--- src/rtl/hps_reset_pkg.sv ---
// Shared types and constants for the HPS reset requester.
package hps_reset_pkg;

    typedef enum logic [1:0] {
        IDLE,
        ASSERT,
        HOLDOFF
    } state_t;

    typedef enum logic [1:0] {
        REQ_COLD,
        REQ_WARM,
        REQ_DEBUG
    } req_kind_t;

    // Bit positions inside stm_hwevents_o; the first three also index the request vectors.
    localparam int EV_COLD    = 0;
    localparam int EV_WARM    = 1;
    localparam int EV_DEBUG   = 2;
    localparam int EV_H2F_REL = 3;

    localparam int STM_WIDTH  = 28;

    // One-hot mask of a request kind, ordered {debug, warm, cold}.
    function automatic logic [2:0] kind_mask(input req_kind_t kind);
        logic [2:0] mask;
        mask = '0;
        case (kind)
            REQ_COLD:  mask[EV_COLD]  = 1'b1;
            REQ_WARM:  mask[EV_WARM]  = 1'b1;
            REQ_DEBUG: mask[EV_DEBUG] = 1'b1;
            default:   mask = '0;
        endcase
        return mask;
    endfunction

    // Number of set bits in a 3-bit vector.
    function automatic logic [1:0] count3(input logic [2:0] v);
        return {1'b0, v[0]} + {1'b0, v[1]} + {1'b0, v[2]};
    endfunction

endpackage

--- src/rtl/hps_reset_requester_reset_sync.sv ---
// Async-assert / sync-deassert reset synchronizer of configurable depth.
module reset_sync #(
    parameter int STAGES = 2
) (
    input  logic clk,
    input  logic arst_n,
    output logic sync_n
);

    logic [STAGES-1:0] stage_reg;

    genvar gi;
    generate
        for (gi = 0; gi < STAGES; gi++) begin : g_stage
            if (gi == 0) begin : g_first
                // First stage captures a constant 1 once the reset is released.
                always_ff @(posedge clk or negedge arst_n) begin
                    if (!arst_n) stage_reg[gi] <= 1'b0;
                    else         stage_reg[gi] <= 1'b1;
                end
            end else begin : g_rest
                // Later stages shift the release along the chain.
                always_ff @(posedge clk or negedge arst_n) begin
                    if (!arst_n) stage_reg[gi] <= 1'b0;
                    else         stage_reg[gi] <= stage_reg[gi-1];
                end
            end
        end
    endgenerate

    assign sync_n = stage_reg[STAGES-1];

endmodule

--- src/rtl/hps_reset_requester.sv ---
// Turns fabric request edges into timed active-low HPS reset requests,
// enforces a holdoff between requests and synchronizes the HPS h2f reset.
module hps_reset_requester
    import hps_reset_pkg::*;
#(
    parameter int PULSE_CYCLES   = 16,
    parameter int HOLDOFF_CYCLES = 1024,
    parameter int SYNC_STAGES    = 2
) (
    input  logic                 clk_clk,
    input  logic                 reset_reset_n,
    input  logic                 cold_req_i,
    input  logic                 warm_req_i,
    input  logic                 debug_req_i,
    input  logic                 h2f_reset_n_i,
    output logic                 f2h_cold_reset_req_n_o,
    output logic                 f2h_warm_reset_req_n_o,
    output logic                 f2h_debug_reset_req_n_o,
    output logic                 fabric_reset_n_o,
    output logic                 busy_o,
    output logic [7:0]           drop_cnt_o,
    output logic [STM_WIDTH-1:0] stm_hwevents_o
);

    localparam logic [15:0] PULSE_LOAD = 16'(PULSE_CYCLES - 1);
    localparam logic [15:0] HOLD_LOAD  = 16'(HOLDOFF_CYCLES - 1);

    state_t      state_reg, state_next;
    req_kind_t   kind_reg, kind_next;
    logic [15:0] pulse_cnt_reg, pulse_cnt_next;
    logic [15:0] hold_cnt_reg, hold_cnt_next;
    logic [2:0]  req_n_reg, req_n_next;
    logic [2:0]  ev_reg, ev_next;
    logic [2:0]  prev_reg;
    logic [7:0]  drop_reg, drop_next;
    logic [1:0]  drop_inc;
    logic [8:0]  drop_sum;
    logic        sync_prev_reg;

    logic [2:0]  req_in;
    logic [2:0]  rise;
    logic        h2f_sync_n;
    logic        sync_arst_n;

    assign req_in = {debug_req_i, warm_req_i, cold_req_i};
    assign rise   = req_in & ~prev_reg;

    // Either reset source pulls the fabric reset low immediately.
    assign sync_arst_n = reset_reset_n & h2f_reset_n_i;

    reset_sync #(
        .STAGES (SYNC_STAGES)
    ) u_reset_sync (
        .clk    (clk_clk),
        .arst_n (sync_arst_n),
        .sync_n (h2f_sync_n)
    );

    // State, counters, registered outputs and edge history.
    always_ff @(posedge clk_clk or negedge reset_reset_n) begin
        if (!reset_reset_n) begin
            state_reg     <= IDLE;
            kind_reg      <= REQ_COLD;
            pulse_cnt_reg <= '0;
            hold_cnt_reg  <= '0;
            req_n_reg     <= 3'b111;
            ev_reg        <= '0;
            prev_reg      <= 3'b111;
            drop_reg      <= '0;
            sync_prev_reg <= 1'b0;
        end else begin
            state_reg     <= state_next;
            kind_reg      <= kind_next;
            pulse_cnt_reg <= pulse_cnt_next;
            hold_cnt_reg  <= hold_cnt_next;
            req_n_reg     <= req_n_next;
            ev_reg        <= ev_next;
            prev_reg      <= req_in;
            drop_reg      <= drop_next;
            sync_prev_reg <= h2f_sync_n;
        end
    end

    // Next-state logic: accept one edge in IDLE, time the pulse, then the holdoff.
    always_comb begin
        state_next     = state_reg;
        kind_next      = kind_reg;
        pulse_cnt_next = pulse_cnt_reg;
        hold_cnt_next  = hold_cnt_reg;
        req_n_next     = req_n_reg;
        ev_next        = '0;
        drop_inc       = '0;

        case (state_reg)
            IDLE: begin
                if (rise != 3'b000) begin
                    if (rise[EV_COLD]) begin
                        kind_next = REQ_COLD;
                        drop_inc  = count3({rise[EV_DEBUG], rise[EV_WARM], 1'b0});
                    end else if (rise[EV_WARM]) begin
                        kind_next = REQ_WARM;
                        drop_inc  = count3({rise[EV_DEBUG], 2'b00});
                    end else begin
                        kind_next = REQ_DEBUG;
                    end
                    state_next     = ASSERT;
                    pulse_cnt_next = PULSE_LOAD;
                    req_n_next     = ~kind_mask(kind_next);
                    ev_next        = kind_mask(kind_next);
                end
            end
            ASSERT: begin
                drop_inc = count3(rise);
                if (pulse_cnt_reg == 16'd0) begin
                    state_next    = HOLDOFF;
                    req_n_next    = 3'b111;
                    hold_cnt_next = HOLD_LOAD;
                end else begin
                    pulse_cnt_next = pulse_cnt_reg - 16'd1;
                    req_n_next     = ~kind_mask(kind_reg);
                end
            end
            HOLDOFF: begin
                drop_inc = count3(rise);
                // Holdoff only counts once the HPS has come back out of reset.
                if (!h2f_sync_n) begin
                    hold_cnt_next = HOLD_LOAD;
                end else if (hold_cnt_reg == 16'd0) begin
                    state_next = IDLE;
                end else begin
                    hold_cnt_next = hold_cnt_reg - 16'd1;
                end
            end
            default: begin
                state_next = IDLE;
                req_n_next = 3'b111;
            end
        endcase
    end

    // Saturating drop counter update.
    always_comb begin
        drop_sum  = {1'b0, drop_reg} + {7'd0, drop_inc};
        drop_next = drop_sum[8] ? 8'hFF : drop_sum[7:0];
    end

    // STM event vector: request pulses plus the synchronized h2f release edge.
    always_comb begin
        stm_hwevents_o             = '0;
        stm_hwevents_o[EV_COLD]    = ev_reg[EV_COLD];
        stm_hwevents_o[EV_WARM]    = ev_reg[EV_WARM];
        stm_hwevents_o[EV_DEBUG]   = ev_reg[EV_DEBUG];
        stm_hwevents_o[EV_H2F_REL] = h2f_sync_n & ~sync_prev_reg;
    end

    assign f2h_cold_reset_req_n_o  = req_n_reg[EV_COLD];
    assign f2h_warm_reset_req_n_o  = req_n_reg[EV_WARM];
    assign f2h_debug_reset_req_n_o = req_n_reg[EV_DEBUG];
    assign fabric_reset_n_o        = h2f_sync_n;
    assign busy_o                  = (state_reg != IDLE);
    assign drop_cnt_o              = drop_reg;

endmodule
--- config.mk ---
export PLATFORM = sky130hd
export DESIGN_NAME = hps_reset_requester
export DESIGN_NICKNAME = d
export VERILOG_FILES = /design/src/rtl/hps_reset_pkg.sv /design/src/rtl/hps_reset_requester_reset_sync.sv /design/src/rtl/hps_reset_requester.sv
export SDC_FILE = /design/constraint.sdc
export NUM_CORES = 1
export LEC_CHECK = 0
export BUFFER_PORTS_ARGS = -buffer_cell sky130_fd_sc_hd__buf_2
export CAP_MARGIN = 20
export CELL_PAD_IN_SITES_DETAIL_PLACEMENT = 1
export CELL_PAD_IN_SITES_GLOBAL_PLACEMENT = 2
export CORE_MARGIN = 4
export CORE_UTILIZATION = 37
export CTS_BUF_LIST = sky130_fd_sc_hd__clkbuf_8
export DETAILED_ROUTE_END_ITERATION = 8
export GPL_TIMING_DRIVEN = 1
export PLACE_DENSITY_LB_ADDON = 0.1
export SYNTH_ARGS = -nofsm -noshare
export SYNTH_HDL_FRONTEND = slang
export SYNTH_SLANG_ARGS = --single-unit
--- constraint.sdc ---
create_clock -name clk_clk -period 2.94 [get_ports clk_clk]
set_input_delay 0.441 -clock clk_clk [delete_from_list [all_inputs] [get_ports clk_clk]]
set_output_delay 0.441 -clock clk_clk [all_outputs]
set_load 0.02 [all_outputs]
[After elaboration in Yosys (flattened, before gate mapping)]
Index checks and enable logic that the tools add are counted.
Operators by class
  equal/unequal tests: 12
  bitwise gates (word level): 8
  reductions and logical operators: 15
  add/sub/neg operators: 6
  muxes and demuxes: 44
Operators by type and width (count)
  $mux 16: 5
  $pmux 16 s2: 2
  $logic_not 16->1: 2
  $sub 16x1->16 const B: 2
  $mux 2: 10
  $mux 1: 19
  $mux 3: 4
  $add 8x2->9: 1
  $not 3->3: 3
  $pmux 3 s3: 1
  $mux 8: 1
  $ne 2x2->1 const B: 4
  $eq 2x1->1 const B: 3
  $eq 2x2->1 const B: 3
  $logic_not 2->1: 3
  $pmux 2 s3: 1
  $reduce_and 3->1: 2
  $reduce_bool 2->1: 3
  $add 1x1->2: 2
  $pmux 2 s2: 1
  $reduce_and 2->1: 2
  $reduce_and 4->1: 1
  $and 3x3->3: 1
  $ne 3x3->1 const B: 1
  other kinds (6): 8
Storage, ports and cells
  output and inout bits: 41
  flip-flop bits (word level): 56

[Logic depth before layout (Yosys ltp)]
  depth after elaboration: 13
  depth in mapped cells: 13
  mapped depth without buffers: 13

[Cells and area by module]
From an unflattened synthesis, not the netlist that was laid out.
Unflattened totals
  cells, all modules: 345
  area total of the unflattened synthesis: 3265.6 sq um
By module, submodules not included
  hps_reset_requester: times used 1, seq. area each 1358.8 sq um, area each 3211.8 sq um, cells each 342
  reset_sync: times used 1, seq. area each 50.0 sq um, area each 53.8 sq um, cells each 3

[Worst setup path after synthesis]
No wires, ideal clock.
  kind: register to register
  start: register prev_reg[0]
  end: register drop_reg[0], in the netlist drop_cnt_o[0]
  cell stages (with the launch flop): 13
  data arrival time: 2.365 ns
  clock period less this slack: 2.436 ns
  slack: 0.504 ns
  path through: dfstp_2 nand2b_1 xnor2_1 ha_1 a22oi_1 nor2_1 ha_1 inv_1 fa_1 nand2b_1 nor2_1 nand3_1 nand2b_1
On the way
  cells in the longest elaborated chain, start to end: 7
Ends and longest elaborated chain
  start: declaration: RTL line hps_reset_requester.sv:34  | logic [2:0] prev_reg;
  start signal: assignment: RTL line hps_reset_requester.sv:78  | prev_reg <= req_in;
  $not 3->3 *: RTL line hps_reset_requester.sv:46  | assign rise = req_in & ~prev_reg;
  $and 3x3->3 *: RTL line hps_reset_requester.sv:46
  $add 1x1->2 (tied with other cells): RTL line hps_reset_pkg.sv:39  | return {1'b0, v[0]} + {1'b0, v[1]} + {1'b0, v[2]};
  $add 2x1->2 or $mux 2 (tied branches): RTL line hps_reset_pkg.sv:39, hps_reset_requester.sv:96
  $pmux 2 s2 *: RTL line hps_reset_requester.sv:94  | case (state_reg)
  $add 8x2->9 *: RTL line hps_reset_requester.sv:143  | drop_sum = {1'b0, drop_reg} + {7'd0, drop_inc};
  $mux 8 *: RTL line hps_reset_requester.sv:144  | drop_next = drop_sum[8] ? 8'hFF : drop_sum[7:0];
  via drop_next[0]: RTL line hps_reset_requester.sv:35  | logic [7:0] drop_reg, drop_next;
  end signal: assignment: RTL line hps_reset_requester.sv:79  | drop_reg <= drop_next;
  end: declaration: RTL line hps_reset_requester.sv:35
The timed path passes the listed nets; every way through them passes the cells marked *.
A chain may end at the register's enable or synchronous reset.

[Final worst setup path]
  start: register prev_reg[1]
  end: register drop_reg[0], in the netlist drop_cnt_o[0]
On the way
  cells in the longest elaborated chain, start to end: 8
Ends and longest elaborated chain (RTL line)
  $not 3->3 *: hps_reset_requester.sv:46
  $and 3x3->3 *: hps_reset_requester.sv:46
  branches (longest 3 deep; another with $add 1x1->2)
  $pmux 2 s2 *: hps_reset_requester.sv:94
  $add 8x2->9 *: hps_reset_requester.sv:143
  $mux 8 *: hps_reset_requester.sv:144
  via drop_next[0]: hps_reset_requester.sv:35
Mark *: on every way through the listed nets, which the timed path passes.

==> qor.txt <==
Status: complete, no violations
Tightest Pin Transition: 754 ps
Worst setup startpoint: prev_reg[1]
Initial drt markers: 68
Kind of critical path: reg -> reg
Layout cell share with drive strength beyond 1: 14.4%
Critical-path cell list: nand2b_1 -> inv_1 -> xnor2_1 -> o21ai_0 -> a22oi_1 -> nor2_1 -> ha_1 -> inv_1 -> fa_1 -> nand2b_1 -> nor2_1 -> nand3_2 -> nand2b_1
Total track usage: 15.7%
Ant. Diodes: 0
Max-cap violations: 0
Avg Inst Size Synth: 9.41 sq um
Starting density of the core: 38.6%
Met2 WL: 3.76 mm
Max-slew headroom: 49.3%
DRT Pass-1 Iters: 4
CTS buffer count: 5
Grt total ovfl: 0
H-tree depth: 2
CTS sink cnt: 56
Die extent in x: 102 um
Synth-to-Final Area Change: 8.73%
Worst clock skew: 12.4 ps
Worst min path class: in -> reg
Clock-pin slew on the worst setup and hold paths: 110 ps
Synth area leader: dfrtp_1
Tcrit/Tclk final: 90.5%
CP required: 3180 ps
Commonest cells in the netlist: dfrtp_1 (50), buf_4 (24), nor2_1 (24)
Post-CTS Setup Bufs: 0
Worst R2R Setup Slack: 280 ps
RR Endpoint: drop_cnt_o[0]
Pwr/cell area: 683 mW/mm^2
Worst Path Buf+Inv: 2
Leakage: 0.00153 uW
Most common cell in the synthesized netlist: dfrtp_1
Synth top area share: 38.6%
Async set-reset flop share out of synthesis: 100%
Setup violations, final: 0
WHS: 225 ps
DPL Wire Length: 5.54 mm
F_max: 376 MHz
Port Buffers: 22
Post-Syn Area: 0.00324 sq mm
Crit-path slowest cell: dfstp_2
Critical path data arrival time: 2900 ps
CTS tree: done
Worst-case reg-to-reg path depth: 13
Largest net degree at the start of global routing: 56
Syn Inst Count: 344
Final WS setup: 281 ps
Register area: 0.00141 sq mm
Met1 wire length: 3.78 mm
Root Driver: clkbuf_8
Synth warn: 0
Library cells used by synthesis: 57
Post-Route WL: 7.79 mm
Max stage delay on crit path: 530 ps
Die area: 0.0103 sq mm
Max Buffers Root-to-Sink: 2
Drc violations: 0
Worst Setup Start Kind: flip-flop
RR Startpoint: prev_reg[1]
VDD IR max: 300 uV
Post-route ant nets: 0
Final Hold Violating Endpoints: 0
First-pass GRT wire length: 13.4 mm
Met3 wire len: 201 um
CP dominant cell by count: nand2b_1
# nets final: 389
Clk_lat worst skew: 310 ps
Die height: 102 um
Area of the multi-input gates: 0.00165 sq mm
Sequential cell area fraction in the yosys report: 43.5%
DR WL/cell: 16.3 um
Fill count: 997
Utilization after layout: 42.0%
Critical Path Stages: 13
GPL Wtd Cong: 0.773
Vias per cell: 5.49
Seq cells post-synth: 56
Standard-cell row count: 33
Crit-path leading delay family: simple AND/OR/NAND/NOR gates
Crit path max fanout: 6
DR top layer: met4
DR vias: 2630
Slew Viols, Final: 0
Critical Path Sink: drop_cnt_o[0]
Initial antenna violation count: 0
Post-synth EDFFs: 0
Worst slack at placement: 122 ps
Critical path endpoint category: flip-flop
Number of global-route vias before repair: 2692
# IOs: 47
Min Tclk post-route: 2660 ps
Core Region: 0.00838 sq mm
Ys flop type: dfrtp_1
Top post-synthesis cells by area: dfrtp_1 (39%), buf_4 (5.6%), dfstp_2 (4.9%)
layout make-up:
type	instances	share of cell area, %
Clock buffer	6	2.35
Clock inverter	2	0.284
Inverter	14	1.49
Multi-Input combinational cell	264	46.8
Sequential cell	56	40.0
Tap cell	105	3.73
Timing Repair Buffer	32	5.33
per-layer routing:
layer	global-route usage, %	up-vias
met1	22.1	1311
met4	2.76	0
met3	2.07	5
met5	0	-
li1	-	1278
met2	26.3	36
report_power, final:
part / leakage [uW] / switching [uW] / internal, uW / total (uW)
Sequential: 0.000671 / 124 / 920 / 1040
Clock: 0.0000510 / 258 / 189 / 447
Combinational: 0.000809 / 590 / 325 / 915
Total: 0.00153 / 971 / 1430 / 2410
cell families after synthesis:
kind of cell | count (synthesis) | share of synthesized area (%)
other cells | 2 | 0.232
flops | 56 | 43.5
buf+inv | 47 | 8.42
simple gates | 123 | 21.8
xor+xnor | 7 | 1.89
fa+ha+maj | 10 | 4.10
compound gates | 97 | 19.4
mux | 2 | 0.657
how the worst min path moves through the flow:
| stage | from | slack [ps] | cells past startpoint | endpoint |
|---|---|---|---|---|
| 2_1_floorplan | reset_reset_n | 150 | 0 | drop_cnt_o[0] |
| 3_3_place_gp | h2f_reset_n_i | 330 | 2 | u_reset_sync.stage_reg[0] |
| 3_5_place_dp | h2f_reset_n_i | 340 | 2 | u_reset_sync.stage_reg[0] |
| 4_1_cts | warm_req_i | 220 | 1 | prev_reg[1] |
| 5_1_grt | warm_req_i | 220 | 1 | prev_reg[1] |
| 6_report | warm_req_i | 230 | 1 | prev_reg[1] |
cell usage in the layout (no fill, tap or decap), types with 8 or more instances in the layout:
| cell type | netlist | final |
|---|---|---|
| nand2_1 | 15 | 15 |
| buf_4 | 24 | 9 |
| or3_1 | 11 | 11 |
| ha_1 | 9 | 9 |
| nor2_1 | 24 | 24 |
| inv_1 | 13 | 13 |
| conb_1 | 2 | 25 |
| or4_1 | 14 | 14 |
| nor3_1 | 11 | 11 |
| a21oi_1 | 23 | 23 |
| o21ai_0 | 23 | 23 |
| o31ai_1 | 8 | 8 |
| buf_2 | 5 | 22 |
| dfrtp_1 | 50 | 50 |
through the flow:
step / instance area (sq um) / setup TNS [ps] / cells / power [uW]
after floorplan: 3320 / 0 / 367 / 1690
after global placement: 3410 / 0 / 470 / 1970
after detailed placement: 3410 / 0 / 470 / 1980
after CTS: 3520 / 0 / 479 / 2440
after global routing: 3520 / -9.48 / 479 / 2590
final: 3520 / 0 / 479 / 2410
timing repair:
item	CTS	global route
hold buffers	1	0
setup endpoints to repair	0	6
endpoints found under the hold margin	2	0
resized for setup	0	1
No activity file was read; power rests on OpenSTA's default activity.
